`config.mk`:
```
export PLATFORM = sky130hd
export DESIGN_NAME = div_seq_ctrl
export DESIGN_NICKNAME = d
export VERILOG_FILES = /design/src/rtl/div_seq_ctrl.sv
export SDC_FILE = /design/constraint.sdc
export NUM_CORES = 1
export LEC_CHECK = 0
export CAP_MARGIN = 20
export CORE_MARGIN = 2
export CORE_UTILIZATION = 31
export DETAILED_ROUTE_END_ITERATION = 12
export DONT_BUFFER_PORTS = 1
export GPL_ROUTABILITY_DRIVEN = 0
export HOLD_SLACK_MARGIN = 0.08
export PLACE_DENSITY = 0.56
export SYNTH_ARGS = -nofsm -noshare
export SYNTH_HDL_FRONTEND = slang
export SYNTH_SLANG_ARGS = --single-unit
```
`constraint.sdc`:
```
create_clock -name clk -period 4.4 [get_ports clk]
set_input_delay 0.88 -clock clk [delete_from_list [all_inputs] [get_ports clk]]
set_output_delay 0.88 -clock clk [all_outputs]
set_load 0.03 [all_outputs]
```
`src/rtl/div_seq_ctrl.sv`:
```
// div_seq_ctrl: DIV/DIVU sequencer, 32-step restoring divide + sign fix, result held until ack; 35 cycles start-to-result.
// Define DIV_EARLY_EXIT_EN to skip iteration when divisor is 0 or |dividend| < |divisor| (3-cycle latency).
module div_seq_ctrl (
  input  logic        clk,
  input  logic        resetn,
  input  logic        div_start,
  input  logic        div_signed,
  input  logic [31:0] dividend,
  input  logic [31:0] divisor,
  input  logic        cancel,
  input  logic        result_ack,
  output logic        div_busy,
  output logic        div_complete,
  output logic [31:0] quotient,
  output logic [31:0] remainder
);

  typedef enum logic [2:0] {S_IDLE, S_PREP, S_ITER, S_FIX, S_DONE} state_t;

  state_t      r_state;
  logic        r_busy;
  logic        r_done;
  logic [31:0] r_quot;
  logic [31:0] r_rem_out;
  logic [31:0] r_op_a;
  logic [31:0] r_op_b;
  logic        r_signed;
  logic [31:0] r_q;
  logic [31:0] r_prem;
  logic [31:0] r_dvs;
  logic [5:0]  r_cnt;
  logic        r_neg_q;
  logic        r_neg_r;
  logic        r_div0;

  logic [31:0] w_abs_a;
  logic [31:0] w_abs_b;
  logic [32:0] w_shift;
  logic [32:0] w_trial;
  logic [31:0] w_q_fix;
  logic [31:0] w_r_fix;
  logic        w_skip;

  // |0x8000_0000| wraps back to itself and is then treated as unsigned.
  assign w_abs_a = (r_signed && r_op_a[31]) ? (32'd0 - r_op_a) : r_op_a;
  assign w_abs_b = (r_signed && r_op_b[31]) ? (32'd0 - r_op_b) : r_op_b;

  assign w_shift = {r_prem, r_q[31]};
  assign w_trial = w_shift - {1'b0, r_dvs};

  assign w_q_fix = r_neg_q ? (32'd0 - r_q)    : r_q;
  assign w_r_fix = r_neg_r ? (32'd0 - r_prem) : r_prem;

`ifdef DIV_EARLY_EXIT_EN
  assign w_skip = (r_op_b == 32'd0) || (w_abs_a < w_abs_b);
`else
  assign w_skip = 1'b0;
`endif

  always_ff @(posedge clk or negedge resetn) begin
    if (!resetn) begin
      r_state   <= S_IDLE;
      r_busy    <= 1'b0;
      r_done    <= 1'b0;
      r_quot    <= 32'd0;
      r_rem_out <= 32'd0;
      r_op_a    <= 32'd0;
      r_op_b    <= 32'd0;
      r_signed  <= 1'b0;
      r_q       <= 32'd0;
      r_prem    <= 32'd0;
      r_dvs     <= 32'd0;
      r_cnt     <= 6'd0;
      r_neg_q   <= 1'b0;
      r_neg_r   <= 1'b0;
      r_div0    <= 1'b0;
    end else if (cancel) begin
      r_state <= S_IDLE;
      r_busy  <= 1'b0;
      r_done  <= 1'b0;
    end else begin
      case (r_state)
        S_IDLE: begin
          if (div_start) begin
            r_op_a   <= dividend;
            r_op_b   <= divisor;
            r_signed <= div_signed;
            r_busy   <= 1'b1;
            r_state  <= S_PREP;
          end
        end
        S_PREP: begin
          r_dvs   <= w_abs_b;
          r_neg_q <= r_signed & (r_op_a[31] ^ r_op_b[31]);
          r_neg_r <= r_signed & r_op_a[31];
          r_div0  <= (r_op_b == 32'd0);
          r_cnt   <= 6'd0;
          if (w_skip) begin
            r_q     <= 32'd0;
            r_prem  <= w_abs_a;
            r_state <= S_FIX;
          end else begin
            r_q     <= w_abs_a;
            r_prem  <= 32'd0;
            r_state <= S_ITER;
          end
        end
        S_ITER: begin
          if (!w_trial[32]) begin
            r_prem <= w_trial[31:0];
            r_q    <= {r_q[30:0], 1'b1};
          end else begin
            r_prem <= w_shift[31:0];
            r_q    <= {r_q[30:0], 1'b0};
          end
          r_cnt <= r_cnt + 6'd1;
          if (r_cnt == 6'd31) begin
            r_state <= S_FIX;
          end
        end
        S_FIX: begin
          // Divide-by-zero returns a fixed pattern with no sign correction.
          if (r_div0) begin
            r_quot    <= 32'hFFFF_FFFF;
            r_rem_out <= r_op_a;
          end else begin
            r_quot    <= w_q_fix;
            r_rem_out <= w_r_fix;
          end
          r_busy  <= 1'b0;
          r_done  <= 1'b1;
          r_state <= S_DONE;
        end
        S_DONE: begin
          if (result_ack) begin
            r_done <= 1'b0;
            if (div_start) begin
              r_op_a   <= dividend;
              r_op_b   <= divisor;
              r_signed <= div_signed;
              r_busy   <= 1'b1;
              r_state  <= S_PREP;
            end else begin
              r_state <= S_IDLE;
            end
          end
        end
        default: begin
          r_state <= S_IDLE;
          r_busy  <= 1'b0;
          r_done  <= 1'b0;
        end
      endcase
    end
  end

  assign div_busy     = r_busy;
  assign div_complete = r_done;
  assign quotient     = r_quot;
  assign remainder    = r_rem_out;

endmodule

```
==> impl_summary.txt <==
----------------------------------------------------
[Status]
  Run status ... complete, no violations

[Logic synthesis]
  Commonest register cell after synthesis ... sky130_fd_sc_hd__dfrtp_1
  Leading cell types by total area after synthesis ... sky130_fd_sc_hd__dfrtp_1, sky130_fd_sc_hd__o21ai_0, sky130_fd_sc_hd__nand2_1, sky130_fd_sc_hd__mux2_2, sky130_fd_sc_hd__xor2_1
  Post-Syn Nets ... about 1.7k
  Number of flops mapped to enable cells by yosys ... 0
  Combined area of all synthesized cells ... 14130 µm²
  Post-synthesis async set-or-reset flop share ... 1.000
  Synthesized flop and latch total ... between 200 and 250
  Cell with the most instances after synthesis ... sky130_fd_sc_hd__dfrtp_1
  Cells after Synth ... between 1.5k and 2k
  Share of synthesized area occupied by flip-flops and latches ... 0.4232
  Warnings from Yosys ... 0
  Yosys cell types ... 72
  List of most frequent post-synthesis cells ... sky130_fd_sc_hd__dfrtp_1, sky130_fd_sc_hd__nand2_1, sky130_fd_sc_hd__o21ai_0
  Share of Yosys cell area claimed by the top area cell type ... 0.4232
  Post-synthesis average cell area ... ~8.9 µm²
  Cell type contributing the most total cell area after synthesis ... sky130_fd_sc_hd__dfrtp_1

[Detailed routing]
  DRC violations left ... 0
  Number of routed nets with antenna violations ... 0
  Via count ... around 11k
  Number of violations reported at the end of detailed-routing iteration 0 ... between 800 and 900
  WL final ... about 38 mm
  Via density ... roughly 5.2
  DR pass1 iterations ... 5
  Average detailed-routed wire length per instance ... between 15 and 20 µm

[Placed design]
  DPL Wire Length ... 27.74 mm
  Count of input and output buffers ... 0

[Global routing]
  Number of antenna violations at the first check in global routing ... 2
  Vias in the first global route ... between 10k and 15k
  Wire length of the first global-routing pass ... 60.98 mm
  Grt ovf ... 0
  Overall routing resource usage ... 0.1596
  Pin count of the biggest net entering global routing ... 240

[STA]
  Final worst-path cycle share ... 0.7615
  Top achievable clock speed ... around 300 MHz
  Final Hold Vio Count ... 0
  Max-Slew Margin vs Limit ... 0.3583
  Slew of the pin with the lowest slew margin ... 0.9626 ns
  Total negative setup slack ... 0 ns
  Worst-case clock skew ... 0.02325 ns
  Pins Over Slew Limit ... 0
  Final Critical Period ... 3.351 ns
  RSZ-0062 raised after global routing ... false
  Post-route worst hold slack ... roughly 0.012 ns
  Setup-failing EPs final ... 0

[Worst setup path]
  Critical Path RT ... between 4 and 5 ns
  Largest fanout on the critical path ... 32
  Largest delay contributor family on the critical path ... compound AO/OA/AOI/OAI gates
  Worst path buffer plus inverter count ... 1
  Endpoint type of the worst setup path ... flip-flop
  Arrival time of data at the critical path endpoint ... around 3.8 ns
  Cell-by-cell trace of the critical path ... ha_1, a21o_1, a31o_2, a221oi_1, nand4_1, and2_1, o311ai_4, buf_4, mux2i_1, o21ai_0
  Largest stage delay on the critical path ... 0.45 ns
  Critical-path cell with the highest stage delay ... sky130_fd_sc_hd__dfrtp_1
  Worst setup path category ... reg -> reg
  Category of the worst setup path launch point ... flip-flop

[Clock network]
  Number of H-tree branching levels ... 1
  Clock Tree Root ... sky130_fd_sc_hd__clkbuf_16
  Number of clock buffers inserted by TritonCTS ... 29
  Total number of clock tree sinks ... approximately 240
  Clock Tree Buf Depth ... 3
  Clock Latency Late Sink ... ~0.57 ns
  Post-CTS Setup Repair Bufs ... 0
  Post-cts resize count ... 0
  Clock transition time at the flip-flop clock pins of the worst setup and hold paths ... about 0.060 ns
  TritonCTS clock tree ... done

[Floorplan]
  Width of the die ... 217.5 µm
  Top-level I/O count ... between 100 and 150
  Die ar. ... 47320 µm²
  Core box area ... 45190 µm²
  Rows ... around 80
  Die height ... 217.5 µm
  Effective utilization at floorplan ... 0.3128

[Power and ir drop]
  Power density over the cells ... about 610 nW/µm²
  Cell leakage power ... 6.606 nW
  Worst vdd rail ir drop ... between 0.4 and 0.5 mV
  Overall power after layout ... 9.563 mW

[Layout]
  Total Nets Final ... ~1.7k
  Post-synthesis to final-layout area growth ... 11.23%
  Layout cells sized above 1 ... 0.09764

[Flow run]
  Number of maximum-capacitance violations ... 0

[Hold path]
  Min-delay worst type ... in -> async

----------------------------------------------------
flip-flops by register name, summed over array words and instances, names as in the netlist, 3 cells and up:
register and cells:
quotient 32, r_cnt 6, r_dvs 32, r_op_a 32, r_op_b 32, r_prem 32
r_q 32, r_state 3, remainder 32
power by group:
group / switching, mW / total (mW) / internal (mW) / leakage (nW)
Combinational: 1.68 / 2.97 / 1.29 / 3.16
Sequential: 1.28 / 4.16 / 2.88 / 2.97
Clock: 0.956 / 2.43 / 1.47 / 0.475
Total: 3.92 / 9.56 / 5.64 / 6.61
area by class of cell:
| cell class | count | area, µm² |
|---|---|---|
| clock inverters | 7 | 91.34 |
| diodes | 1 | 2.502 |
| fillers | 4572 | 29470 |
| well taps | 600 | 750.7 |
| repair buffers | 15 | 145.1 |
| flip-flops and latches | 239 | 5982 |
| multi-input cells | 1209 | 7677 |
| clock buffers | 45 | 875.8 |
| inverters | 52 | 195.2 |
layer usage:
metal	global-route usage	part of all wire
met5	0	0.00026
met4	0.03562	0.021
met3	0.03347	0.059
met2	0.2512	0.44
met1	0.2245	0.48
path summary, 6_finish.rpt:
kind	startpoint	to	slack, ns	depth (start not counted)
max	r_prem[14]$_DFFE_PN0P_	r_prem[10]$_DFFE_PN0P_	1.05	10
min in group clk	cancel	div_complete$_DFFE_PN0P_	0.37	1
max reg2reg	r_prem[14]$_DFFE_PN0P_	r_prem[10]$_DFFE_PN0P_	1.05	10
min	resetn	quotient[7]$_DFFE_PN0P_	0.01	0
max in group asynchronous	resetn	r_div0$_DFFE_PN0P_	4.08	0
min reg2reg	r_dvs[20]$_DFFE_PN0P_	r_dvs[20]$_DFFE_PN0P_	0.48	2
per-stage QoR:
step	worst slack [ns]	instance area, µm²	cells	util
after floorplan	1.222	14130	1587	-
after global placement	1.125	14720	2114	0.3258
after detailed placement	1.090	14720	2114	0.3258
after CTS	1.075	15690	2166	0.3472
after global routing	0.7686	15720	2168	0.3479
final	1.049	15720	2168	0.3479
kinds of logic (layout without fill, tap and decap cells):
| logic type | count (synthesis) | after routing | share of synthesized area |
|---|---|---|---|
| and+or+nand+nor | 497 | 497 | 0.1605 |
| AOI/OAI and AO/OA | 435 | 435 | 0.1826 |
| DFF | 239 | 239 | 0.4232 |
| xor gates and xnor gates | 144 | 144 | 0.08924 |
| buffers and inverters | 139 | 119 | 0.03718 |
| muxes | 95 | 95 | 0.07312 |
| adders and majority gates | 38 | 38 | 0.03417 |
| other | 0 | 1 | 0 |
worst register-to-register path, stage by stage (launching register included):
cell and delay, ns:
sky130_fd_sc_hd__dfrtp_1 0.45, sky130_fd_sc_hd__ha_1 0.44, sky130_fd_sc_hd__a21o_1 0.24, sky130_fd_sc_hd__a31o_2 0.24, sky130_fd_sc_hd__a221oi_1 0.33, sky130_fd_sc_hd__nand4_1 0.20, sky130_fd_sc_hd__and2_1 0.24, sky130_fd_sc_hd__o311ai_4 0.26
sky130_fd_sc_hd__buf_4 0.45, sky130_fd_sc_hd__mux2i_1 0.29, sky130_fd_sc_hd__o21ai_0 0.09
cell usage in the layout, fill, tap and decap left out, drive strengths merged, types with 5 or more instances in the layout:
master / instances
nand2: 209
dfrtp: 239
mux2i: 29
ha: 37
and3: 9
nor2: 139
xor2: 80
o21a: 7
a21boi: 6
mux2: 66
clkbuf: 45
nor2b: 8
or4: 19
o311ai: 6
o31ai: 28
nor3: 11
o211ai: 5
xnor2: 64
and2: 7
nor4: 8
inv: 52
or3: 19
a21oi: 129
a31oi: 6
o21bai: 5
or2: 10
o21ai: 178
nand4: 11
a21o: 8
nand2b: 9
nand3: 22
o41ai: 21
buf: 15
(Power assumes the default switching activity.)
